### src/rtl/reg_bank_arbiter.sv
// Two-requester round-robin arbiter for a shared register bank, with locked
// (atomic) ownership sequences and registered bank strobes / read return.
module reg_bank_arbiter #(
  parameter int N_REGS = 8,
  parameter int AW     = $clog2(N_REGS),
  parameter int DW     = 16
) (
  input  logic              CLK,
  input  logic              RST,
  input  logic              REQ0,
  input  logic              REQ1,
  input  logic              WE0,
  input  logic              WE1,
  input  logic              LOCK0,
  input  logic              LOCK1,
  input  logic [AW-1:0]     ADDR0,
  input  logic [AW-1:0]     ADDR1,
  input  logic [DW-1:0]     WDATA0,
  input  logic [DW-1:0]     WDATA1,
  output logic              GNT0,
  output logic              GNT1,
  output logic              RVALID0,
  output logic              RVALID1,
  output logic [DW-1:0]     RDATA,
  output logic [N_REGS-1:0] CS,
  output logic              W,
  output logic              R,
  output logic [DW-1:0]     D,
  input  logic [DW-1:0]     Q
);

  // Handshake: REQx (with WEx/LOCKx/ADDRx/WDATAx) is held until GNTx is seen;
  // GNTx is a one-cycle pulse marking the access as taken, and RVALIDx pulses
  // one cycle later with RDATA for reads.
  typedef enum logic [1:0] {IDLE, OWN0, OWN1} state_t;

  state_t state;
  logic   ptr;

  logic              grant_any;
  logic              win;
  logic              we_w;
  logic              lock_w;
  logic [AW-1:0]     addr_w;
  logic [DW-1:0]     wdata_w;
  logic [N_REGS-1:0] cs_next;

  always_comb begin
    grant_any = 1'b0;
    win       = 1'b0;
    case (state)
      IDLE: begin
        if (REQ0 && REQ1) begin
          grant_any = 1'b1;
          win       = ptr;
        end else if (REQ0) begin
          grant_any = 1'b1;
        end else if (REQ1) begin
          grant_any = 1'b1;
          win       = 1'b1;
        end
      end
      OWN0: grant_any = REQ0;
      OWN1: begin
        grant_any = REQ1;
        win       = 1'b1;
      end
      default: grant_any = 1'b0;
    endcase
    we_w    = win ? WE1 : WE0;
    lock_w  = win ? LOCK1 : LOCK0;
    addr_w  = win ? ADDR1 : ADDR0;
    wdata_w = win ? WDATA1 : WDATA0;
    // Out-of-range addresses still get a grant but select no cell.
    cs_next = '0;
    if (int'(addr_w) < N_REGS) cs_next = N_REGS'(1) << addr_w;
  end

  always_ff @(posedge CLK or posedge RST) begin
    if (RST) begin
      state   <= IDLE;
      ptr     <= 1'b0;
      GNT0    <= 1'b0;
      GNT1    <= 1'b0;
      RVALID0 <= 1'b0;
      RVALID1 <= 1'b0;
      RDATA   <= '0;
      CS      <= '0;
      W       <= 1'b0;
      R       <= 1'b0;
      D       <= '0;
    end else begin
      // Return side of the access issued on the previous edge.
      RVALID0 <= R && GNT0;
      RVALID1 <= R && GNT1;
      if (R) RDATA <= (|CS) ? Q : '0;

      GNT0 <= grant_any && !win;
      GNT1 <= grant_any && win;
      CS   <= grant_any ? cs_next : '0;
      W    <= grant_any && we_w;
      R    <= grant_any && !we_w;
      if (grant_any && we_w) D <= wdata_w;

      case (state)
        IDLE: begin
          if (REQ0 && REQ1) ptr <= ~ptr;
          if (grant_any && lock_w) state <= win ? OWN1 : OWN0;
        end
        OWN0: if (!(REQ0 && LOCK0)) begin
          state <= IDLE;
          ptr   <= 1'b1;
        end
        OWN1: if (!(REQ1 && LOCK1)) begin
          state <= IDLE;
          ptr   <= 1'b0;
        end
        default: state <= IDLE;
      endcase
    end
  end

endmodule

### config.mk
export PLATFORM = sky130hd
export DESIGN_NAME = reg_bank_arbiter
export DESIGN_NICKNAME = d
export VERILOG_FILES = /design/src/rtl/reg_bank_arbiter.sv
export SDC_FILE = /design/constraint.sdc
export NUM_CORES = 1
export LEC_CHECK = 0
export ABC_AREA = 0
export CORE_UTILIZATION = 45
export CTS_BUF_LIST = sky130_fd_sc_hd__clkbuf_8 sky130_fd_sc_hd__clkbuf_16
export CTS_CLUSTER_SIZE = 12
export DETAILED_ROUTE_END_ITERATION = 12
export GPL_ROUTABILITY_DRIVEN = 1
export HOLD_SLACK_MARGIN = 0.06
export PLACE_DENSITY = 0.85
export SLEW_MARGIN = 10
export SYNTH_ARGS = -nofsm -noshare
export SYNTH_HDL_FRONTEND = slang
export SYNTH_SLANG_ARGS = --single-unit
### constraint.sdc
create_clock -name CLK -period 3.8 [get_ports CLK]
set_input_delay 0.76 -clock CLK [delete_from_list [all_inputs] [get_ports CLK]]
set_output_delay 0.76 -clock CLK [all_outputs]
set_load 0.1 [all_outputs]
### Word-level counts from Yosys, hierarchy flattened

Cells that the tools add are included.

* register bits: 49
* bits of input ports: 62
* output and inout bits: 46
* logic and storage cells: 58

* equal/unequal tests: 6
* shift-type cells: 1
* muxes and demuxes: 22
* bitwise gates (word level): 1
* reductions and logical operators: 17

Operators with widths (number)
* 16-bit two-way mux: 2
* 1-bit logical AND: 10
* 1-bit two-way mux: 10
* 2-bit two-way mux: 4
* 8-bit two-way mux: 1
* 2-bit inequality test (second input constant): 4
* 8-bit OR reduction: 1
* 1-bit by 3-bit left shift with 8-bit output (first input constant): 1
* 1-bit case mux with 3 select lines: 2
* 2-bit case mux with 3 select lines: 1
* 4-bit AND reduction: 1
* 3-bit two-way mux: 1
* 3-bit AND reduction: 1
* 3-bit nonzero test: 1
* 2-bit by 1-bit equality test with 1-bit output (second input constant): 1
* 2-bit equality test (second input constant): 1
* 1-bit logical NOT: 2
* 2-bit logical NOT: 1
* 1-bit case mux with 2 select lines: 1
* 1-bit NOT: 1

### Depth between registers and ports, before layout

Gate-level depths: netlist of run 1.

* depth in word-level cells: 8
* depth in mapped cells: 8
* depth with buffers taken out: 6

### Worst setup path after synthesis of run 1

Ideal clock, no wire load.

* path type: flip-flop to flip-flop
* from: reg R
* to: reg RDATA[0]
* setup time: 0.083 ns
* arrival: 1.913 ns
* required time: 3.717 ns
* path slack: 1.804 ns
* stages on the path, launching flop included: 6
* buffers on the path: 2
* period minus slack after synthesis: 1.996 ns
* cell sequence: dfrtp_1 -> clkbuf_1 -> a21boi_1 -> buf_2 -> nand2_1 -> o21ai_0

RTL lines
* start: declaration: RTL line 27 `output logic R,`
* start signal: assignment: RTL line 102 `R <= grant_any && !we_w;`
* end signal: assignment: RTL line 96 `if (R) RDATA <= (|CS) ? Q : '0;`
* end: declaration: RTL line 24 `output logic [DW-1:0] RDATA,`

### Final worst setup path of run 1

* from: in REQ0
* to: reg D[4]

* longest elaborated chain between the ends: 5
* elaborated cells on any way between the ends: 10
* classes of those cells: mux (8); reduce/logical (2)

Ends and longest elaborated chain
* start: declaration: RTL line 10 `input logic REQ0,`
* 1-bit two-way mux / 1-bit logical AND (equally long branches): RTL line 56, 53
* 1-bit two-way mux: RTL line 53 `if (REQ0 && REQ1) begin`
* 1-bit case mux with 2 select lines: RTL line 51 `case (state)`
* 1-bit two-way mux: RTL line 70 `we_w = win ? WE1 : WE0;`
* 1-bit logical AND: RTL line 103 `if (grant_any && we_w) D <= wdata_w;`
* end signal: assignment: RTL line 103
* end: declaration: RTL line 28 `output logic [DW-1:0] D,`

Several ways; a longest one is shown, not always the timed one.
A chain may end at the register's enable or synchronous reset.

==> parameters.txt, run 1 <==
Parameter                              Value

Clock network
  Hold Buf Count CTS ... 0
  Total clock buffers created by CTS ... 5
  Clock input transition at the sequential cells of the worst setup and hold paths ... about 80 ps
  Clock tree from TritonCTS ... built
  Skew-Pair Late Insertion Delay ... 300 ps
  Max clock buf depth ... 2
  Number of levels in the clock H-tree ... 2
  Clock tree root driver cell ... clkbuf_8
  Number of post-CTS setup repair buffers ... 0
  Sink count of the clock tree ... 49
  Post-CTS sizing ... 0

Final layout
  Area growth syn-to-layout ... 48.7%
  Post-layout instance area ... about 3700 um^2
  Final instance count without filler cells ... 430
  Share of layout cells above drive strength 1 ... 0.0528
  Nets@finish ... 425
  Antenna Diode Count ... 0

Die
  Count of standard-cell rows ... 26
  Vert. Die Dim ... ~76 um
  Area of the core ... between 5000 and 6000 um^2
  Effective utilization at floorplan ... 0.475
  X dimension of the die ... 76.1 um
  Die Area ... 5790 um^2
  Num ports ... 108

STA
  Shortest clock period the worst path allows after layout ... between 2000 and 3000 ps
  Fin Clk Skew ... 9.99 ps
  Setup repair after global routing missed its margin ... false
  Smallest setup slack after layout ... 1150 ps
  Fraction of the cycle the final worst path needs ... 0.697
  Count of final setup violators ... 0
  Post-route setup TNS ... 0 ps
  Slew headroom ... 0.324
  Number of max-slew violations in the final report ... 0
  Timing-limited maximum frequency ... 378 MHz
  Hold violation count in the final report ... 0
  Actual slew at the worst max-slew pin ... 1010 ps

Yosys
  Synth async-reset ratio ... 1.00
  Library cell occupying the most area in the post-synthesis netlist ... dfrtp_1
  Cells after Synth ... 256
  Average footprint of a synthesized cell ... between 9 and 10 um^2
  Total standard cell area after synthesis ... 2470 um^2
  Distinct cell type count after synthesis ... 38
  Number of synthesized register bits ... 49
  Sequential-to-total area share from yosys stat ... 0.496
  Prevailing post-synth register cell ... dfrtp_1
  Biggest area contributors in the synthesized netlist ... dfrtp_1 (50%), inv_1 (7.8%), a222oi_1 (6.5%)
  Portion of synthesized cell area occupied by the leading cell type ... 0.496
  Most frequent cell after synthesis ... inv_1
  Synth top cells by count ... inv_1 (51), dfrtp_1 (49), nand2_1 (21), nand2b_1 (17)
  Yosys warnings ... 0
  Syn nets ... 322
  Number of enable flip-flop cells after synthesis ... 0

Min path
  Beginning of the worst hold path ... GNT0$_DFF_PP0_
  Class of the tightest hold or removal check ... reg2reg
  Hold endpoint ... RVALID0$_DFF_PP0_
  Cell count of the worst hold path ... 1

Drt
  Final routed DRC violation total ... 0
  Count of vias placed by the detailed router ... roughly 2300
  Drt initial violations ... 150
  Final wirelength ... 6.07 mm
  First-pass DRT Iterations ... 5
  Average detailed-routed wire length per instance ... between 10 and 15 um
  Antenna viol nets, final ... 0
  Post-detailed-route via-to-cell ratio ... roughly 5.3

Place
  Placed cell areas ... 3550 um^2
  # port buffers ... 107
  Half-perimeter wire length of the detailed placement result ... between 4 and 5 mm
  Routability-driven placement congestion ratio ... 0.787
  Placed instance count ... 422
  Worst slack after detailed placement ... around 830 ps

Critical path
  Setup slack of the worst register-to-register path ... 1460 ps
  Critical path type ... in2reg
  Number of cells on the worst reg-to-reg path ... 5
  CP max FO ... 23
  Critical-path cell with the highest stage delay ... a31oi_4
  Critical Path Max Stage Delay ... approximately 630 ps
  Worst path arrival time ... 2830 ps
  Crit path cell chain ... clkdlybuf4s50_1 -> nand2b_1 -> a31oi_4 -> o21ai_2 -> a222oi_1
  Sort of element at the end of the critical path ... flip-flop
  Required time at the endpoint of the critical path ... 3980 ps
  Worst flop-to-flop path startpoint ... state[0]$_DFFE_PP0P_
  Worst r2r dst ... D[4]$_DFFE_PP0P_
  Critical Path Source Type ... input port

Global route
  Global route overflow ... 0
  GR Util All Layers ... 0.214
  Vias in the first global route ... 2228
  Pin count of the biggest net entering global routing ... 50
  Antenna violations before repair ... 0
  First-pass GRT wire length ... 9.95 mm

Status
  Status ... finished clean

Run
  Max-Cap Viols ... 0
==> sequential cells by signal (all words and copies together) (netlist names) <==
register,cells
ptr,1
CS,8
RVALID1,1
GNT0,1
D,16
R,1
RDATA,16
state,2
W,1
GNT1,1
RVALID0,1
==> cells in the final DEF (no fill, tap or decap), types with 5 or more instances in the layout <==
cell	instances
clkdlybuf4s50_1	106
nor2_1	5
nand2b_1	17
o21ai_0	14
dfrtp_1	49
inv_1	51
nand2_1	21
o22ai_1	16
and2_1	5
a222oi_1	16
clkbuf_8	6
==> logic make-up after synthesis <==
kind of cell    after synthesis  synth area share
simple gates                 68             0.153
compound gates               65             0.194
fa+ha+maj                     4            0.0203
mux                           5            0.0208
flops                        49             0.496
buf+inv                      65             0.116
==> final cells by class <==
type | count | area, um^2
Clock buffer | 6 | 82.6
Tap cell | 70 | 87.6
Clock inverter | 2 | 33.8
Timing Repair Buffer | 110 | 1090
Inverter | 51 | 191
Sequential cell | 49 | 1230
Multi-Input combinational cell | 142 | 961
Fill cell | 411 | 1530
==> per-stage QoR <==
step | hold WS (ps) | utilization
detailed placement | 476 | 0.683
global route | 524 | 0.706
finish | 488 | 0.706
global placement | 462 | 0.683
CTS | 496 | 0.705
floorplan | 545 | -
==> worst max path at each step <==
stage	cells past startpoint	slack [ps]	startpoint	to
finish	5	1150	REQ0	D[4]$_DFFE_PP0P_
global route	5	1010	REQ0	D[0]$_DFFE_PP0P_
CTS	1	1160	D[0]$_DFFE_PP0P_	D[0]
detailed placement	5	830	REQ0	D[4]$_DFFE_PP0P_
global placement	5	980	REQ0	D[3]$_DFFE_PP0P_
floorplan	5	1800	R$_DFF_PP0_	RDATA[0]$_DFFE_PP0P_
==> routing by layer <==
| metal | up-vias | GRT usage | wire (um) |
|---|---|---|---|
| met1 | 1068 | 0.259 | 2640 |
| met2 | 114 | 0.375 | 2940 |
| li1 | 1088 | - | - |
| met3 | 5 | 0.0575 | 447 |
| met5 | - | 0 | 0 |
| met4 | 0 | 0.0635 | 42 |
==> critical path: cells and delay by family <==
kind	cells	cell delay, ps
AOI/OAI and AO/OA	3	1370
buffers and inverters	1	570
and+or+nand+nor	1	120
Power of run 1 is left out: the tool's default activity adds up to more than one toggle a clock period on the data nets, which glitch-free logic cannot reach.
==> run 2, diff against run 1 <==
- CORE_UTILIZATION: 45 -> 38
- PLACE_DENSITY: 0.85 -> 0.76
- clock period: 3.8 -> 2.2 ns (I/O delays scaled with it)
==> parameters.txt, run 2 (synthesized netlist as in run 1, its figures left out) <==
Parameter                              Value

Status
  Status ... finished clean

Place
  Routability-driven placement congestion ratio ... 0.806
  # port buffers ... between 100 and 150
  Placed cell areas ... 3540 um^2
  Half-perimeter wire length of the detailed placement result ... 4.54 mm

Die
  Num ports ... 108
  X dimension of the die ... 82.6 um
  Vert. Die Dim ... 82.6 um
  Die Area ... 6830 um^2
  Effective utilization at floorplan ... 0.391
  Count of standard-cell rows ... 29
  Area of the core ... 6310 um^2

STA
  Hold violation count in the final report ... 0
  Setup repair after global routing missed its margin ... false
  Number of max-slew violations in the final report ... 0
  Post-route setup TNS ... 0 ps
  Timing-limited maximum frequency ... 493 MHz
  Fin Clk Skew ... 2.85 ps
  Actual slew at the worst max-slew pin ... 1180 ps
  Slew headroom ... 0.210
  Shortest clock period the worst path allows after layout ... around 2000 ps
  Fraction of the cycle the final worst path needs ... 0.923
  Count of final setup violators ... 0

Final layout
  Antenna Diode Count ... 0
  Fillcell total ... 555
  Area growth syn-to-layout ... 49.4%
  Top Registers ... D: 16 flops, RDATA: 16 flops, CS: 8 flops
  Commonest non-fill, non-tap cells in the layout ... clkdlybuf4s50_1 (61), buf_4 (57), inv_1 (50)
  Post-layout instance area ... 3690 um^2
  Commonest non-fill, non-tap cell in the layout ... clkdlybuf4s50_1
  Nets@finish ... 436
  Share of layout cells above drive strength 1 ... 0.205

Global route
  Vias in the first global route ... 2083
  GR Util All Layers ... 0.178
  Antenna violations before repair ... 0
  First-pass GRT wire length ... slightly above 9 mm
  Pin count of the biggest net entering global routing ... 34
  Global route overflow ... 0

Critical path
  Worst flop-to-flop path startpoint ... state[0]$_DFFE_PP0P_
  Required time at the endpoint of the critical path ... 2430 ps
  CP max FO ... 11
  Setup slack of the worst register-to-register path ... 200 ps
  Sort of element at the end of the critical path ... flip-flop
  Critical Path Source Type ... input port
  Worst path arrival time ... 2260 ps
  Worst r2r dst ... D[1]$_DFFE_PP0P_
  Number of cells on the worst reg-to-reg path ... 7
  Critical path type ... in2reg

Drt
  Post-detailed-route via-to-cell ratio ... 5.04
  Final routed DRC violation total ... 0
  Antenna viol nets, final ... 0
  Drt initial violations ... 139
  Count of vias placed by the detailed router ... 2259
  Final wirelength ... 6.05 mm
  Average detailed-routed wire length per instance ... roughly 14 um
  First-pass DRT Iterations ... 5

Clock network
  Clock input transition at the sequential cells of the worst setup and hold paths ... 90 ps
  Clock tree root driver cell ... clkbuf_8
  Number of levels in the clock H-tree ... 2
  Skew-Pair Late Insertion Delay ... 290 ps
  Sink count of the clock tree ... 49
  Hold Buf Count CTS ... 0
  Total clock buffers created by CTS ... 5
  Clock tree from TritonCTS ... built
  Max clock buf depth ... 2

Run
  Max-Cap Viols ... 0

Min path
  Class of the tightest hold or removal check ... in2async
==> run 2: worst max path at each step <==
stage / from / to / slack (ps) / cells after the start
CTS: state[0]$_DFFE_PP0P_ / D[1]$_DFFE_PP0P_ / 40 / 7
floorplan: R$_DFF_PP0_ / RDATA[0]$_DFFE_PP0P_ / 200 / 5
global placement: REQ0 / D[15]$_DFFE_PP0P_ / -130 / 5
detailed placement: REQ0 / D[1]$_DFFE_PP0P_ / -210 / 5
finish: REQ0 / CS[3]$_DFF_PP0_ / 170 / 6
global route: REQ0 / CS[3]$_DFF_PP0_ / 3 / 6
==> run 2: cell type report <==
type | count | area [um^2] | share of cell area
sequential | 49 | 1230 | 0.332
timing repair buffer | 121 | 1090 | 0.295
multi-input combinational | 142 | 967 | 0.262
inverter | 51 | 191 | 0.0519
tap | 77 | 96.3 | 0.0261
clock buffer | 6 | 82.6 | 0.0224
clock inverter | 2 | 37.5 | 0.0102
==> run 2: timing repair <==
action                                  4_1_cts  5_1_grt
endpoints found under the setup margin       16       17
pin swaps                                     1        0
gates resized for setup                       0        3
setup buffers                                 1        0
hold endpoints to repair                      0        0
==> run 2: critical path, cell delays in order <==
cell             delay (ps)
clkdlybuf4s50_1         560
nand2b_1                120
a31oi_4                 420
buf_4                   200
mux2i_1                 320
and3_1                  210
==> run 2: routing by layer <==
metal | GRT usage | wire length (um)
met4 | 0.0534 | 38
met5 | 0 | 0
met1 | 0.206 | 2440
met3 | 0.0440 | 428
met2 | 0.322 | 3140
==> run 2: metrics by stage <==
stage          worst slack (ps)  cells  hold slack (ps)   util
6_report                    170    448              472  0.585
5_1_grt                    2.74    448              513  0.585
3_5_place_dp               -211    439              473  0.560
4_1_cts                    36.1    448              469  0.582
2_1_floorplan               204    256              545      -
3_3_place_gp               -128    439              465  0.560
Power of run 2 is left out for the same reason.
